[src/rtl/gbus_collect_pkg.sv]
// Shared widths, the buffered entry layout and the round-robin pointer helper
// for the global-bus read collector.
package gbus_collect_pkg;
    localparam int H_NUM_DEF     = 8;
    localparam int V_NUM_DEF     = 8;
    localparam int GBUS_DATA_DEF = 64;
    localparam int ROW_W         = $clog2(H_NUM_DEF);
    localparam int COL_W         = $clog2(V_NUM_DEF);

    typedef struct packed {
        logic [GBUS_DATA_DEF-1:0] data;
        logic [COL_W-1:0]         col;
    } gbus_entry_t;

    function automatic int rr_next(input int g, input int n);
        return (g + 1) % n;
    endfunction
endpackage

[src/rtl/gbus_row_fifo.sv]
// Per-row synchronous FIFO; a push on full is taken only alongside a pop.
module gbus_row_fifo #(
    parameter int W     = 8,
    parameter int DEPTH = 4,
    localparam int AW   = $clog2(DEPTH)
) (
    input  logic         clk,
    input  logic         rst,
    input  logic         push,
    input  logic         pop,
    input  logic [W-1:0] wdata,
    output logic [W-1:0] rdata,
    output logic         full,
    output logic         empty,
    output logic         almost_full
);
    logic [W-1:0]  mem_q [DEPTH];
    logic [AW-1:0] wr_ptr_q, rd_ptr_q;
    logic [AW:0]   cnt_q;
    logic          do_push, do_pop;

    assign empty       = (cnt_q == '0);
    assign full        = (cnt_q == (AW+1)'(DEPTH));
    assign almost_full = (cnt_q >= (AW+1)'(DEPTH - 1));
    assign rdata       = mem_q[rd_ptr_q];
    assign do_pop      = pop && !empty;
    assign do_push     = push && (!full || do_pop);

    always_ff @(posedge clk) begin
        if (do_push) mem_q[wr_ptr_q] <= wdata;
    end

    always_ff @(posedge clk) begin
        if (rst) begin
            wr_ptr_q <= '0;
            rd_ptr_q <= '0;
            cnt_q    <= '0;
        end else begin
            if (do_push) wr_ptr_q <= wr_ptr_q + 1'b1;
            if (do_pop)  rd_ptr_q <= rd_ptr_q + 1'b1;
            case ({do_push, do_pop})
                2'b10:   cnt_q <= cnt_q + 1'b1;
                2'b01:   cnt_q <= cnt_q - 1'b1;
                default: cnt_q <= cnt_q;
            endcase
        end
    end
endmodule

[src/rtl/gbus_rd_collector.sv]
// Collects per-row gbus read-back words into row FIFOs and drains them
// round-robin into one registered valid/ready stream.
module gbus_rd_collector
    import gbus_collect_pkg::*;
#(
    parameter int H_NUM      = H_NUM_DEF,
    parameter int V_NUM      = V_NUM_DEF,
    parameter int GBUS_DATA  = GBUS_DATA_DEF,
    parameter int FIFO_DEPTH = 4,
    localparam int RW        = $clog2(H_NUM),
    localparam int CW        = $clog2(V_NUM)
) (
    input  logic                             clk,
    input  logic                             rst,
    input  logic [H_NUM-1:0][GBUS_DATA-1:0]  gbus_rdata,
    input  logic [H_NUM-1:0][V_NUM-1:0]      gbus_rvalid,
    output logic [GBUS_DATA-1:0]             out_data,
    output logic [RW-1:0]                    out_row,
    output logic [CW-1:0]                    out_col,
    output logic                             out_valid,
    input  logic                             out_ready,
    output logic [H_NUM-1:0]                 row_almost_full,
    output logic                             overflow_err,
    output logic                             multi_hit_err,
    input  logic                             clr_err
);
    localparam int EW = GBUS_DATA + CW;

    logic [H_NUM-1:0]         push, pop, full, empty, hit_multi, drop;
    logic [H_NUM-1:0][CW-1:0] cap_col;
    logic [H_NUM-1:0][EW-1:0] fifo_rdata;
    logic                     gnt_vld, load;
    logic [RW-1:0]            gnt_idx, rr_q, rr_d;
    logic                     out_valid_q, out_valid_d;
    logic [GBUS_DATA-1:0]     out_data_q;
    logic [RW-1:0]            out_row_q;
    logic [CW-1:0]            out_col_q;
    logic                     ovf_q, ovf_d, mhit_q, mhit_d;

    // Lowest set bit wins, matching the array's own rdata mux priority.
    always_comb begin
        for (int r = 0; r < H_NUM; r++) begin
            cap_col[r] = '0;
            for (int c = V_NUM - 1; c >= 0; c--)
                if (gbus_rvalid[r][c]) cap_col[r] = CW'(c);
            push[r]      = |gbus_rvalid[r];
            hit_multi[r] = |(gbus_rvalid[r] & (gbus_rvalid[r] - V_NUM'(1)));
            drop[r]      = push[r] && full[r] && !pop[r];
        end
    end

    for (genvar r = 0; r < H_NUM; r++) begin : g_row
        gbus_row_fifo #(.W(EW), .DEPTH(FIFO_DEPTH)) u_fifo (
            .clk         (clk),
            .rst         (rst),
            .push        (push[r]),
            .pop         (pop[r]),
            .wdata       ({gbus_rdata[r], cap_col[r]}),
            .rdata       (fifo_rdata[r]),
            .full        (full[r]),
            .empty       (empty[r]),
            .almost_full (row_almost_full[r])
        );
    end

    always_comb begin
        gnt_vld = 1'b0;
        gnt_idx = '0;
        for (int i = 0; i < H_NUM; i++) begin
            if (!gnt_vld && !empty[(int'(rr_q) + i) % H_NUM]) begin
                gnt_vld = 1'b1;
                gnt_idx = RW'((int'(rr_q) + i) % H_NUM);
            end
        end
        load = gnt_vld && (!out_valid_q || out_ready);
        pop  = '0;
        if (load) pop[gnt_idx] = 1'b1;
        rr_d        = load ? RW'(rr_next(int'(gnt_idx), H_NUM)) : rr_q;
        out_valid_d = load ? 1'b1 : (out_ready ? 1'b0 : out_valid_q);
        ovf_d       = (|drop) ? 1'b1 : (clr_err ? 1'b0 : ovf_q);
        mhit_d      = (|hit_multi) ? 1'b1 : (clr_err ? 1'b0 : mhit_q);
    end

    always_ff @(posedge clk) begin
        if (rst) begin
            rr_q        <= '0;
            out_valid_q <= 1'b0;
            out_data_q  <= '0;
            out_row_q   <= '0;
            out_col_q   <= '0;
            ovf_q       <= 1'b0;
            mhit_q      <= 1'b0;
        end else begin
            rr_q        <= rr_d;
            out_valid_q <= out_valid_d;
            ovf_q       <= ovf_d;
            mhit_q      <= mhit_d;
            if (load) begin
                out_data_q <= fifo_rdata[gnt_idx][EW-1:CW];
                out_col_q  <= fifo_rdata[gnt_idx][CW-1:0];
                out_row_q  <= gnt_idx;
            end
        end
    end

    assign out_valid     = out_valid_q;
    assign out_data      = out_data_q;
    assign out_row       = out_row_q;
    assign out_col       = out_col_q;
    assign overflow_err  = ovf_q;
    assign multi_hit_err = mhit_q;
endmodule
[config.mk]
export PLATFORM = sky130hd
export DESIGN_NAME = gbus_rd_collector
export DESIGN_NICKNAME = d
export VERILOG_FILES = /design/src/rtl/gbus_collect_pkg.sv /design/src/rtl/gbus_row_fifo.sv /design/src/rtl/gbus_rd_collector.sv
export SDC_FILE = /design/constraint.sdc
export NUM_CORES = 2
export LEC_CHECK = 0
export BUFFER_PORTS_ARGS = -buffer_cell sky130_fd_sc_hd__buf_2
export CAP_MARGIN = 20
export CORE_MARGIN = 2
export CORE_UTILIZATION = 45
export CTS_CLUSTER_SIZE = 30
export DETAILED_ROUTE_END_ITERATION = 8
export GPL_ROUTABILITY_DRIVEN = 0
export HOLD_SLACK_MARGIN = 0.12
export PLACE_DENSITY = 0.66
export SLEW_MARGIN = 20
export SYNTH_ARGS = -nofsm -noshare
export SYNTH_HDL_FRONTEND = slang
export SYNTH_HIERARCHICAL = 1
export SYNTH_SLANG_ARGS = --single-unit
[constraint.sdc]
create_clock -name clk -period 17.1 [get_ports clk]
set_clock_uncertainty 0.05 [all_clocks]
set_input_delay 3.42 -clock clk [delete_from_list [all_inputs] [get_ports clk]]
set_output_delay 3.42 -clock clk [all_outputs]
set_load 0.05 [all_outputs]
* After elaboration in Yosys (flattened, before gate mapping) *
Memories as Yosys holds them, arrays and structs flattened. A register that Yosys moved wholly into a read port is not among the register bits.
Cells that the tools add are included.

word-level totals
  logic and storage cells = 421
  bits in registers = 132
  output and inout bits = 81
  bits of input ports = 580
  memories = 8
  bits in writable memories = 2,144

cells by class
  bitwise operators = 15
  order comparisons = 18
  $add $sub $neg = 48
  reduce and logical (&&, ||, !) cells = 124
  mux-type cells = 153
  equal/unequal tests = 24

memory list
  name                   words  width  read ports  clocked after memory_dff  write ports  line                 source
  g_row[0].u_fifo.mem_q  4      67     1           1                         1            gbus_row_fifo.sv:17  logic [W-1:0] mem_q [DEPTH];
  g_row[1].u_fifo.mem_q  4      67     1           1                         1            gbus_row_fifo.sv:17
  g_row[2].u_fifo.mem_q  4      67     1           1                         1            gbus_row_fifo.sv:17
  g_row[3].u_fifo.mem_q  4      67     1           1                         1            gbus_row_fifo.sv:17
  g_row[4].u_fifo.mem_q  4      67     1           1                         1            gbus_row_fifo.sv:17
  g_row[5].u_fifo.mem_q  4      67     1           1                         1            gbus_row_fifo.sv:17
  +2 memories            n/a    n/a    n/a         n/a                       n/a          n/a

operators by type and width
  cell                                                                    count
  3-bit two-way mux                                                       72
  67-bit binary-select mux with 3-bit select                              1
  8-bit OR reduction                                                      9
  67-bit two-way mux                                                      1
  8-bit AND                                                               8
  64-bit OR reduction                                                     1
  8-bit by 1-bit subtractor with 8-bit output (second input constant)     8
  3-bit case mux with 2 select lines                                      8
  1-bit two-way mux                                                       45
  1-bit logical AND                                                       41
  1-bit zero test                                                         38
  4-bit by 5-bit < comparator with 1-bit output (second input constant)   7
  2-bit by 1-bit adder with 2-bit output (second input constant)          16
  2-bit two-way mux                                                       16
  3-bit by 1-bit adder with 3-bit output (second input constant)          10
  1-bit binary-select mux with 3-bit select                               8
  3-bit equality test (second input constant)                             8
  3-bit by 2-bit >= comparator with 1-bit output (second input constant)  8
  3-bit zero test                                                         8
  3-bit by 1-bit subtractor with 3-bit output (second input constant)     8
  2-bit nonzero test                                                      11
  3-bit OR reduction                                                      7
  2-bit by 1-bit equality test with 1-bit output (second input constant)  8
  2-bit equality test (second input constant)                             8
  8 further kinds                                                         27

* Depth between registers and ports, before layout *
  depth after elaboration = 37
  gate-level depth with buffers = 25
  mapped depth without buffers = 19

* By module *
Netlist, hierarchy kept.

modules (own cells, without submodules)
  module                               cells an instance  seq. area each (µm²)  area an instance (µm²)  times used
  gbus_row_fifo (g_row[1].u_fifo ...)  410                8,227.9               10,196.0                5
  gbus_row_fifo (g_row[0].u_fifo ...)  405                8,227.9               10,194.8                3
  gbus_rd_collector                    1,159              1,521.5               9,251.4                 1

* Least setup slack after synthesis *
OpenSTA, ideal clock, no wires.

  path type = input -> register
  start = input port out_ready
  end = memory g_row[6].u_fifo/mem_q[0][0] (netlist bit), enable pin
  cell stages on the path = 7
  path buffers = 0
  path slack = 10.064 ns
  arrival = 6.554 ns
  cell sequence = nand2b_1 > a21boi_0 > nand2_1 > nor3_1 > nor4b_2 > nor2b_1 > and2_1

between the ends
  cells in the longest elaborated chain, start to end = 8

ends and longest elaborated chain
  element                                  line                     source
  from (decl)                              gbus_rd_collector.sv:21  input logic out_ready,
  1-bit logical OR                         gbus_rd_collector.sv:75  load = gnt_vld && (!out_valid_q || out_ready);
  1-bit logical AND                        gbus_rd_collector.sv:75
  8-bit two-way mux                        gbus_rd_collector.sv:77  if (load) pop[gnt_idx] = 1'b1;
  named net pop[6]                         gbus_rd_collector.sv:29  logic [H_NUM-1:0] push, pop, full, empty, hit_multi, drop;
  1-bit logical AND                        gbus_row_fifo.sv:26      assign do_pop = pop && !empty;
  1-bit logical OR                         gbus_row_fifo.sv:27      assign do_push = push && (!full || do_pop);
  1-bit logical AND                        gbus_row_fifo.sv:27
  1-bit two-way mux                        gbus_row_fifo.sv:30      if (do_push) mem_q[wr_ptr_q] <= wdata;
  1-bit two-way mux (implied by the code)  gbus_row_fifo.sv:30
  to (decl)                                gbus_row_fifo.sv:17

The timed path passes the listed nets, and every way through them passes these cells.

* Final worst setup path *
  start = register rr_q[0]
  end = register out_data_q[40], in the netlist out_data[40]

between the ends
  cells in the longest elaborated chain, start to end = 27
  elaborated cells between the ends (all ways) = 69
  those cells by class = 7 x add/sub; 41 x mux; 21 x reduce/logical

ends and longest elaborated chain
  element                                                line                                              source
  from (decl)                                            gbus_rd_collector.sv:33                           logic [RW-1:0] gnt_idx, rr_q, rr_d;
  from (signal assigned)                                 gbus_rd_collector.sv:94                           rr_q <= rr_d;
  3-bit by 1-bit adder with 3-bit output                 gbus_rd_collector.sv:70, gbus_rd_collector.sv:72
  1-bit binary-select mux with 3-bit select              gbus_rd_collector.sv:70                           if (!gnt_vld && !empty[(int'(rr_q) + i) % H_NUM]) begin
  1-bit two-way mux (implied by the code) (2 in series)  gbus_rd_collector.sv:70
  1-bit zero test                                        gbus_rd_collector.sv:70
  1-bit logical AND                                      gbus_rd_collector.sv:70
  1-bit two-way mux                                      gbus_rd_collector.sv:70
  1-bit zero test                                        gbus_rd_collector.sv:70
  1-bit logical AND                                      gbus_rd_collector.sv:70
  [10 not listed]                                        n/a
  1-bit zero test                                        gbus_rd_collector.sv:70
  1-bit logical AND                                      gbus_rd_collector.sv:70
  1-bit two-way mux                                      gbus_rd_collector.sv:70
  1-bit zero test                                        gbus_rd_collector.sv:70
  1-bit logical AND                                      gbus_rd_collector.sv:70
  3-bit two-way mux                                      gbus_rd_collector.sv:70
  67-bit binary-select mux with 3-bit select             gbus_rd_collector.sv:99                           out_data_q <= fifo_rdata[gnt_idx][EW-1:CW];
  67-bit two-way mux                                     n/a
  to (signal assigned)                                   gbus_rd_collector.sv:99
  to (decl)                                              gbus_rd_collector.sv:35                           logic [GBUS_DATA-1:0] out_data_q;

Parallel ways exist; a longest one is shown, timed or not. The select of a mux whose other input is x is not followed.
A chain may end at the register's enable or synchronous reset.

==> summary.md <==
The flow ran to the end, and the final reports show no timing, DRC or antenna violations. In the routed design, unresolved DRC markers number 0. Combinational cells account for 39.0% of the total power.

Of all flip-flops after synthesis, the portion carrying an async set or reset was 0%. Entering global routing, the biggest net connects 92 pins. Summed over all failing endpoints, the final setup total negative slack is 0 ns. Based on the critical path, the design can be clocked at up to 0.127 GHz. Most numerous cell on the critical path: sky130_fd_sc_hd__buf_4. Traced cell by cell, the critical path runs through inv_2, ha_1, mux2_2, mux4_2, a32oi_1, nor3_1, a22oi_2, buf_4, and2_4, buf_4, buf_4, a211oi_1, a311oi_1, a221o_1. In this design, the stage delay of the slowest critical-path cell is 0.94 ns. Dividing total power by cell area gives a power density of 200 nW/um^2.

In this run the clock root is driven by a sky130_fd_sc_hd__clkbuf_16. The initial antenna violation count was 202; the worst hold path stage count was 2. The clock-pin slew on the worst setup and hold paths is 0.07 ns. The detailed router finished its first iteration with 5,423 violations. The run gives 8.64 ns as the arrival time at the worst endpoint. During I/O placement, the number of pins put on the boundary was 661. The total overflow left after global routing is 0.

Cell accounting for the most synthesized area: sky130_fd_sc_hd__edfxtp_1. The tools report the combined global-route utilization of all metal layers as 25.2%. The run gives 0.86 ns as the clock latency on the worst-skew pair. The slew at the pin with the worst max-slew slack was 1.33 ns. Worst-case vdd ir drop: 0.389 mV.

Routed length on met2: 136 mm. Initial core utilization: 45.4%. The most used flip-flop cell after synthesis is sky130_fd_sc_hd__edfxtp_1. The internal portion of the total power is 12,700 uW.

The placed wire-length estimate was 183 mm. Count of clock tree sinks: 2,292. Worst reg2reg path endpoint: out_data[40]$_SDFFE_PP0P_.

After synthesis the netlist holds a flip-flop and latch count of 2,292. The worst path meets setup with 9.22 ns of slack. Setup violations remaining at the end of the flow were counted as 0. Yosys attributes the largest share of cell area to sky130_fd_sc_hd__edfxtp_1 (71%), sky130_fd_sc_hd__mux4_2 (14%), sky130_fd_sc_hd__dfxtp_1 (3.3%).

The number of setup buffers added after CTS is 0. The tools report the endpoint with the worst hold slack as out_row[0]$_SDFFE_PP0P_. Routed signal wires occupy layers up through met5. The tools report the post-cts repair resize count as 0. The first global-routing pass estimated 359 mm of wire. CTS built an H-tree with a depth of 4. The switching power was 8080 uW; the area growth from synthesis to final layout was 14.8%. The wire length per cell after detailed routing is 32.6 microns. The post-layout net count was 5,772. The logs give 0 for the number of hold violations in the final report and 3 for the number of buffers between clock root and the deepest sink.

The die is 453 microns tall. The tools report the number of instances in the synthesized netlist as 4,424. The first detailed-routing pass ran for 6 iterations.

For the via count, the log shows 47,900. Setup repair after global routing left no endpoint under its margin. Via count of the first global-routing pass: 47,000.

During synthesis, Yosys emitted a total of 6 warnings. The detailed router put a total of 92.5 mm of wire on met1. The placeable core region is 200,000 sq um. The final critical-path share of the clock period is 46.1%. The hold-fix buffer count after cts was 0. The commonest cells after synthesis are sky130_fd_sc_hd__edfxtp_1 (2,144), sky130_fd_sc_hd__mux4_2 (549), sky130_fd_sc_hd__mux2i_1 (220). For the share of synthesized area occupied by flip-flops and latches, the log shows 74.2%. STA classifies the critical path endpoint as a register. Measured against its own limit, the worst slew margin works out to 10.7%. The number of core rows was 164; the length in cells of the worst reg-to-reg path was 14.

Data on the critical path is required at its endpoint by 17.86 ns. In the detailed route, the total length drawn on met3 is 20.6 mm. The worst hold path belongs to the class reg -> reg. On the critical path, the stage with the largest delay is an instance of sky130_fd_sc_hd__dfxtp_1. Counting the buffers created by CTS gives 227. Per report_power, the clock group accounts for 23.2% of the total. Registers are responsible for 37.8% of the overall power.

The startpoint identified for the worst hold timing path is out_row[0]$_SDFFE_PP0P_. The max-capacitance violation count is 0. In this run the biggest area consumer among cell types represents 70.9% of the synthesized area. The number of enable flip-flop cells after synthesis is 2,144, and the final count of pins violating max slew is 0. Cells with a size suffix above 1 make up 32.6% of the layout. The number of nets in the synthesized netlist is 5,049. A synthesized cell averages 20.5 sq um. After detailed routing, the number of vias per cell comes to 5.93. Measured along the x axis, the die boundary spans 453 microns. The startpoint identified for the worst register-to-register timing path is rr_q[0]$_SDFFE_PP0P_.

The sum of buffers and inverters on the critical path was 4; the routed wire length was 263 mm. The worst setup path is of the reg -> reg kind. Of the total power, the share spent switching nets is 38.8%.

The most common cell in the synthesized netlist is sky130_fd_sc_hd__edfxtp_1. The number of port buffers is 660. The minimum period implied by the final worst setup slack came out at 7.88 ns. The element type at the critical path start is a register. On the critical path the largest part of the delay comes from buffers and inverters.

The maximum net fanout on the critical path is 69. Static leakage: 0.0349 uW. The worst setup slack before clock tree synthesis was 9.32 ns; the floorplan die area was 205,000 sq um. TritonCTS built the clock tree. The detail route stage leaves a number of antenna-violating nets equal to 0.

For flop-to-flop paths, the worst setup slack is 9.22 ns. Synthesis instantiated 79 different standard cells from the library. The tools report the netlist area before placement as 90,800 sq um.
-- layout by cell type, fill, tap and decap left out, types with 13 or more instances in the layout --
cell	Yosys	layout
sky130_fd_sc_hd__inv_1	62	62
sky130_fd_sc_hd__a311oi_2	0	22
sky130_fd_sc_hd__a211oi_1	67	64
sky130_fd_sc_hd__ha_1	37	37
sky130_fd_sc_hd__diode_2	0	72
sky130_fd_sc_hd__nand3_1	13	13
sky130_fd_sc_hd__clkbuf_1	55	58
sky130_fd_sc_hd__clkbuf_8	0	15
sky130_fd_sc_hd__a221o_1	67	67
sky130_fd_sc_hd__o21ai_0	36	35
sky130_fd_sc_hd__dfxtp_4	0	16
sky130_fd_sc_hd__a311oi_1	67	45
sky130_fd_sc_hd__clkbuf_16	0	232
sky130_fd_sc_hd__nor3_1	28	23
sky130_fd_sc_hd__nor2_1	163	161
sky130_fd_sc_hd__and2_4	0	33
sky130_fd_sc_hd__nand2b_1	23	23
sky130_fd_sc_hd__a21boi_0	68	61
sky130_fd_sc_hd__buf_4	39	78
sky130_fd_sc_hd__clkinv_1	0	46
sky130_fd_sc_hd__mux2i_1	220	220
sky130_fd_sc_hd__edfxtp_1	2144	2144
sky130_fd_sc_hd__mux4_2	549	549
sky130_fd_sc_hd__clkinv_2	0	37
sky130_fd_sc_hd__a21boi_1	6	13
sky130_fd_sc_hd__dfxtp_1	148	132
sky130_fd_sc_hd__a21oi_1	33	32
sky130_fd_sc_hd__buf_2	72	659
sky130_fd_sc_hd__nand2_1	178	178
sky130_fd_sc_hd__xor2_1	25	25
-- through the flow --
stage / utilization, % / cells / hold WS [ns] / cell area, sq um / power [uW]
2_1_floorplan: - / 4424 / 0.409 / 90800 / 12700
6_report: 52.1 / 8072 / 0.430 / 104000 / 20800
3_3_place_gp: 48.4 / 7573 / 0.411 / 96800 / 15900
4_1_cts: 52.0 / 8000 / 0.432 / 104000 / 20900
3_5_place_dp: 48.4 / 7574 / 0.415 / 96800 / 16100
5_1_grt: 52.1 / 8028 / 0.442 / 104000 / 21500
-- area by class of cell --
class,count,area [sq um]
clock inverter,121,990
inverter,63,236
multi-input combinational,1824,22000
sequential,2292,67400
clock buffer,305,6230
tap,2656,3320
timing repair buffer,739,3920
antenna,72,180
fill,15600,95800
-- kinds of logic after synthesis --
logic type / after synthesis / synth area share, %
AOI/OAI and AO/OA: 442 / 3.90
xor gates and xnor gates: 37 / 0.357
adders and majority gates: 48 / 0.719
buffers and inverters: 308 / 1.98
DFF: 2292 / 74.2
muxes: 786 / 16.3
and+or+nand+nor: 511 / 2.63
-- power groups by stage --
stage          clock network (uW)  registers (uW)  logic, uW
6_report                     4830            7860       8120
5_1_grt                      5100            7950       8440
4_1_cts                      4890            7870       8140
3_5_place_dp                    0            7980       8130
3_3_place_gp                    0            7920       8030
2_1_floorplan                   0            7980       4740
-- flip-flops by register name, indices dropped and copies added (netlist names), named ones only --
| signal | flops |
|---|---|
| out_data | 64 |
| g_row.u_fifo/wr_ptr_q | 16 |
| g_row.u_fifo/mem_q | 2144 |
| rr_q | 3 |
| out_valid | 1 |
| g_row.u_fifo/rd_ptr_q | 16 |
| overflow_err | 1 |
| g_row.u_fifo/cnt_q | 24 |
| out_col | 3 |
| out_row | 3 |
| multi_hit_err | 1 |
-- worst reg2reg max path, cell delays in order (launching register included) --
cell,delay [ns]
sky130_fd_sc_hd__dfxtp_1,0.94
sky130_fd_sc_hd__inv_2,0.31
sky130_fd_sc_hd__ha_1,0.72
sky130_fd_sc_hd__mux2_2,0.42
sky130_fd_sc_hd__mux4_2,0.49
sky130_fd_sc_hd__a32oi_1,0.26
sky130_fd_sc_hd__nor3_1,0.15
sky130_fd_sc_hd__a22oi_2,0.17
sky130_fd_sc_hd__buf_4,0.59
sky130_fd_sc_hd__and2_4,0.54
sky130_fd_sc_hd__buf_4,0.75
sky130_fd_sc_hd__buf_4,0.86
sky130_fd_sc_hd__a211oi_1,0.44
sky130_fd_sc_hd__a311oi_1,0.92
sky130_fd_sc_hd__a221o_1,0.21
-- worst max path at each step --
stage / startpoint / end / slack, ns / cells past startpoint
floorplan: out_ready / g_row[6].u_fifo/mem_q[0][0]$_DFFE_PP_ / 10.06 / 7
global placement: rr_q[0]$_SDFFE_PP0P_ / out_data[28]$_SDFFE_PP0P_ / 9.27 / 14
detailed placement: rr_q[0]$_SDFFE_PP0P_ / out_data[40]$_SDFFE_PP0P_ / 9.32 / 14
CTS: rr_q[0]$_SDFFE_PP0P_ / out_data[40]$_SDFFE_PP0P_ / 9.34 / 14
global route: rr_q[0]$_SDFFE_PP0P_ / g_row[3].u_fifo/mem_q[0][36]$_DFFE_PP_ / 8.94 / 15
finish: rr_q[0]$_SDFFE_PP0P_ / out_data[40]$_SDFFE_PP0P_ / 9.22 / 14
-- metal layers --
| metal | GRT usage [%] | up-vias |
|---|---|---|
| li1 | - | 19900 |
| met1 | 30.2 | 25100 |
| met2 | 43.2 | 2129 |
| met3 | 5.55 | 646 |
| met4 | 11.9 | 100 |
| met5 | 0 | - |
(Power assumes the default switching activity.)
